$ cat src/rtl/serv_pc_seq_pkg.sv
// Shared definitions for the bit-serial PC sequencer: counter width, state
// encoding and the datapath-width legality check.
package serv_pc_seq_pkg;

    localparam int unsigned CNT_W = 5;

    typedef enum logic [1:0] {
        IDLE    = 2'd0,
        FETCH   = 2'd1,
        WAIT_RF = 2'd2,
        RUN     = 2'd3
    } seq_state_e;

    function automatic bit w_legal(input int unsigned w);
        return (w == 32'd1) || (w == 32'd4);
    endfunction

endpackage

$ cat src/rtl/serv_bitcnt.sv
// Serial bit counter: steps by W per active cycle, wraps at 32, and decodes
// the phase strobes from the registered count.
module serv_bitcnt
    import serv_pc_seq_pkg::*;
#(
    parameter int unsigned W = 1
) (
    input  logic             clk,
    input  logic             i_rst,
    input  logic             i_en,
    output logic [CNT_W-1:0] o_cnt,
    output logic             o_cnt0,
    output logic             o_cnt1,
    output logic             o_cnt2,
    output logic             o_cnt12to31,
    output logic             o_cnt_done
);

    localparam bit               SERIAL = (W == 32'd1);
    localparam logic [CNT_W-1:0] LAST   = CNT_W'(32 - W);
    localparam logic [CNT_W-1:0] STEP   = CNT_W'(W);

    logic [CNT_W-1:0] cnt_q;
    logic [CNT_W-1:0] cnt_d;

    // Natural 5-bit overflow provides the 32-W -> 0 wrap.
    assign cnt_d = cnt_q + STEP;

    always_ff @(posedge clk or posedge i_rst) begin
        if (i_rst) begin
            cnt_q <= '0;
        end else if (i_en) begin
            cnt_q <= cnt_d;
        end
    end

    assign o_cnt       = cnt_q;
    assign o_cnt0      = i_en & (cnt_q == '0);
    assign o_cnt1      = SERIAL & i_en & (cnt_q == CNT_W'(1));
    assign o_cnt2      = SERIAL & i_en & (cnt_q == CNT_W'(2));
    assign o_cnt12to31 = i_en & (cnt_q >= CNT_W'(12));
    assign o_cnt_done  = i_en & (cnt_q == LAST);

endmodule

$ cat src/rtl/serv_pc_seq.sv
// PC sequencer: fetch handshake, register-file wait and one or two serial
// passes per instruction, driving the bit counter and PC shift enable.
module serv_pc_seq
    import serv_pc_seq_pkg::*;
#(
    parameter int unsigned W            = 1,
    parameter bit          TWO_STAGE_EN = 1'b1
) (
    input  logic             clk,
    input  logic             i_rst,
    output logic             o_ibus_cyc,
    input  logic             i_ibus_ack,
    input  logic             i_rf_ready,
    input  logic             i_two_stage,
    output logic             o_init,
    output logic             o_cnt_en,
    output logic [CNT_W-1:0] o_cnt,
    output logic             o_cnt0,
    output logic             o_cnt1,
    output logic             o_cnt2,
    output logic             o_cnt12to31,
    output logic             o_cnt_done,
    output logic             o_pc_en
);

    if (!w_legal(W)) begin : g_w_illegal
        $error("serv_pc_seq: W must be 1 or 4");
    end

    seq_state_e state_q;
    logic       ibus_cyc_q;
    logic       cnt_en_q;
    logic       init_q;
    logic       cnt_done;

    serv_bitcnt #(.W(W)) u_bitcnt (
        .clk         (clk),
        .i_rst       (i_rst),
        .i_en        (cnt_en_q),
        .o_cnt       (o_cnt),
        .o_cnt0      (o_cnt0),
        .o_cnt1      (o_cnt1),
        .o_cnt2      (o_cnt2),
        .o_cnt12to31 (o_cnt12to31),
        .o_cnt_done  (cnt_done)
    );

    // init_q doubles as the stored two-stage flag: set at ack, cleared after pass one.
    always_ff @(posedge clk or posedge i_rst) begin
        if (i_rst) begin
            state_q    <= IDLE;
            ibus_cyc_q <= 1'b0;
            cnt_en_q   <= 1'b0;
            init_q     <= 1'b0;
        end else begin
            case (state_q)
                IDLE: begin
                    state_q    <= FETCH;
                    ibus_cyc_q <= 1'b1;
                end
                FETCH: begin
                    if (i_ibus_ack) begin
                        state_q    <= WAIT_RF;
                        ibus_cyc_q <= 1'b0;
                        init_q     <= i_two_stage & TWO_STAGE_EN;
                    end
                end
                WAIT_RF: begin
                    if (i_rf_ready) begin
                        state_q  <= RUN;
                        cnt_en_q <= 1'b1;
                    end
                end
                RUN: begin
                    if (cnt_done) begin
                        cnt_en_q <= 1'b0;
                        if (init_q) begin
                            init_q  <= 1'b0;
                            state_q <= WAIT_RF;
                        end else begin
                            state_q    <= FETCH;
                            ibus_cyc_q <= 1'b1;
                        end
                    end
                end
                default: state_q <= IDLE;
            endcase
        end
    end

    assign o_ibus_cyc = ibus_cyc_q;
    assign o_cnt_en   = cnt_en_q;
    assign o_init     = init_q;
    assign o_cnt_done = cnt_done;
    assign o_pc_en    = cnt_en_q & ~init_q;

endmodule

$ cat config.mk
export PLATFORM = sky130hd
export DESIGN_NAME = serv_pc_seq
export DESIGN_NICKNAME = d
export VERILOG_FILES = /design/src/rtl/serv_pc_seq_pkg.sv /design/src/rtl/serv_bitcnt.sv /design/src/rtl/serv_pc_seq.sv
export SDC_FILE = /design/constraint.sdc
export NUM_CORES = 1
export LEC_CHECK = 0
export BUFFER_PORTS_ARGS = -buffer_cell sky130_fd_sc_hd__buf_2
export CORE_AREA = 2 2 39 41
export DETAILED_ROUTE_END_ITERATION = 10
export DIE_AREA = 0 0 41 43
export GPL_ROUTABILITY_DRIVEN = 0
export MAX_ROUTING_LAYER = met4
export PLACE_DENSITY = 0.8
export SLEW_MARGIN = 20
export SYNTH_ARGS = -nofsm -noshare
export SYNTH_HDL_FRONTEND = slang
export SYNTH_HIERARCHICAL = 1
export SYNTH_SLANG_ARGS = --single-unit
$ cat constraint.sdc
create_clock -name clk -period 4.57 [get_ports clk]
set_input_delay 0.914 -clock clk [delete_from_list [all_inputs] [get_ports clk]]
set_output_delay 0.914 -clock clk [all_outputs]
set_load 0.01 [all_outputs]
==> impl_metrics.json <==
{
  "clock-sinks": 10,
  "outcome": "completed",
  "synth_fp_nets": 65,
  "grt.total_usage": 0.1457,
  "grt_pass1_wl_um": 1738,
  "grt_max_degree": 14,
  "fin_crit_sh": 0.5588,
  "cp_top_family": "flip-flops",
  "min_path_type": "reg -> reg",
  "wire_per_inst_um": 11.08,
  "drive_gt1_frac": 0.3289,
  "slew-limit-headroom": 0.7584,
  "r2r-end": "state_q[1]$_DFFE_PP0P_",
  "fp.dieW_um": 41,
  "dr.first_iter.drc_count": 7,
  "post-cts-setup-buffers": 0,
  "portBuffers": 18,
  "num_io_pins": 19,
  "rsz0062_at_grt": "no",
  "dp_hpwl_um": 815.5,
  "required_ns": 3.66,
  "vias": 453,
  "leakage_nw": 0.3799,
  "syn_to_final_growth_pct": 24.50,
  "hold_violations": 0,
  "worstHoldPathCells": 2,
  "synth.avg_cell_area_sq_um": 10.31,
  "core_sq_um": 1384,
  "slowest_delay_ns": 0.44,
  "clkLatencyLatePin_ns": 0.26,
  "synth_cell_types": 23,
  "final_core_util": 0.5099,
  "crit_fanout": 6,
  "maxCapViolCount": 0,
  "crit_type": "reg -> out",
  "cts_root_buf": "clkbuf_4",
  "hold_buffers": 0,
  "viasPerCell": 4.924,
  "slew_viol_final": 0,
  "syn_area_sq_um": 566.8,
  "power_density_nw_per_um2": 635.5,
  "cp.arrival_ns": 1.64,
  "nNetsFinal": 87,
  "wl_um": 1019,
  "ys_ff_latch": 10,
  "route.detailed.drc": 0,
  "synthCells": 55,
  "final_cell_mix": "buf_2 (18), dfrtp_1 (10), inv_1 (6), nand2_1 (5), ha_1 (5)",
  "cts_max_level": 1,
  "ir_worst_vdd_mv": 0.4239,
  "numCtsBuffers": 3,
  "skew_ns": 0.004866,
  "clkSlewWorstSetupHoldPaths_ns": 0.07,
  "setup_viol": 0,
  "path_buf_inv": 1,
  "ctsResizeCount": 0,
  "timing.rr.start": "u_bitcnt/o_cnt[0]$_DFFE_PP0P_",
  "dr.pass1.iters": 4,
  "cp_cell_sequence": "ha_1 -> and3_2 -> ha_1 -> and2_1 -> buf_2",
  "tritoncts": "built",
  "crit_path_top_delay_cell": "dfrtp_1",
  "cp-start-kind": "flip-flop",
  "reg2reg_slack_ns": 2.96,
  "grt_pass1_vias": 430,
  "n_antenna_cell": 0,
  "antenna_found_initial": 0,
  "timing.hold.ws_ns": 0.5263,
  "tns_ns": 0,
  "cp_common_cell": "ha_1",
  "cp-end-kind": "primary output",
  "ant_nets": 0,
  "die_height_um": 43,
  "initial_utilization": 0.4096,
  "layout_commonest_cell": "buf_2",
  "worstMarginPinSlew_ns": 0.3624,
  "row_count": 14,
  "hp-start": "o_ibus_cyc$_DFFE_PP0P_",
  "holdPathEnd": "o_ibus_cyc$_DFFE_PP0P_",
  "period_needed_ns": 2.554,
  "grt.overflow.total": 0,
  "finalPower_uw": 448.4,
  "yosys_warnings": 6,
  "synth-seq-area-share": 0.4415,
  "reg2regPathDepth": 6,
  "design.die.area_sq_um": 1763,
  "ctsLongestPathBuffers": 2,
  "fmax_mhz": 391.6
}
-- synthesized netlist by cell type --
cell type  instances  area share
and3_1             1       0.011
o211ai_1           1       0.013
o2bb2ai_1          1       0.015
mux2_2             1       0.020
nand2_1            5       0.033
o21ai_0            4       0.035
xnor2_1            2       0.031
buf_4              1       0.013
and3_2             1       0.013
a21o_1             1       0.013
a31oi_1            1       0.011
xor2_1             1       0.015
dfrtp_1           10        0.44
and2_1             4       0.044
nor2b_1            2       0.022
ha_1               5        0.11
a21boi_0           1       0.013
o21ai_1            1      0.0088
a21oi_1            3       0.026
nor4b_4            1       0.042
nand4_1            1       0.011
inv_1              6       0.040
nand4b_1           1       0.015
-- worst register-to-register path: stages, from the launching register on --
cell,delay (ns)
dfrtp_1,0.44
ha_1,0.24
and3_2,0.19
ha_1,0.16
and2_1,0.20
nand4b_1,0.14
a21boi_0,0.17
-- layer usage --
metal	track usage	up-vias	routed length, um
met4	0.04000	0	0
met5	-	-	0
met2	0.2469	14	498
met1	0.1633	209	453
li1	-	230	-
met3	0.03141	0	67
-- registers in the layout, indices dropped and copies added (netlist names) --
signal and count:
u_bitcnt/o_cnt 5, state_q 2, o_cnt_en 1, o_ibus_cyc 1, o_init 1
-- cells by family after synthesis --
group                    synth area share
AND/OR/NAND/NOR                    0.1921
AO/OA/AOI/OAI                      0.1369
flip-flops                         0.4415
buffers and inverters             0.05298
adder cells (fa/ha/maj)            0.1104
XOR/XNOR                          0.04637
multiplexers                      0.01987
-- per-stage QoR --
stage                     worst slack, ns  instance area [sq um]  std cells
after floorplan                     2.428                  566.8         55
after global placement              2.334                  669.4         88
after detailed placement            2.298                  669.4         88
after CTS                           2.007                  705.7         92
after global routing                1.922                  705.7         92
final                               2.016                  705.7         92
-- cell type report --
type                       count  area [sq um]
sequential                    10         250.2
clock buffer                   4         36.28
timing repair buffer          18         90.09
fill                         139         678.2
tap                           16         20.02
multi-input combinational     38         286.5
inverter                       6         22.52
-- how the worst max path moves through the flow --
stage                                       start         end  slack (ns)  cells past startpoint
finish              u_bitcnt/o_cnt[0]$_DFFE_PP0P_  o_cnt_done        2.02                      5
global route        u_bitcnt/o_cnt[0]$_DFFE_PP0P_  o_cnt_done        1.92                      5
CTS                 u_bitcnt/o_cnt[0]$_DFFE_PP0P_  o_cnt_done        2.01                      5
detailed placement  u_bitcnt/o_cnt[0]$_DFFE_PP0P_  o_cnt_done        2.30                      5
global placement    u_bitcnt/o_cnt[0]$_DFFE_PP0P_  o_cnt_done        2.33                      5
floorplan           u_bitcnt/o_cnt[0]$_DFFE_PP0P_  o_cnt_done        2.43                      4
-- where the power goes --
group	leakage, nW	total, mW	switching [mW]	internal [mW]
Combinational	0.246	0.189	0.0902	0.0991
Sequential	0.113	0.181	0.0571	0.124
Clock	0.0210	0.0780	0.0297	0.0483
Total	0.380	0.448	0.177	0.271
No activity file was read; power rests on OpenSTA's default activity.
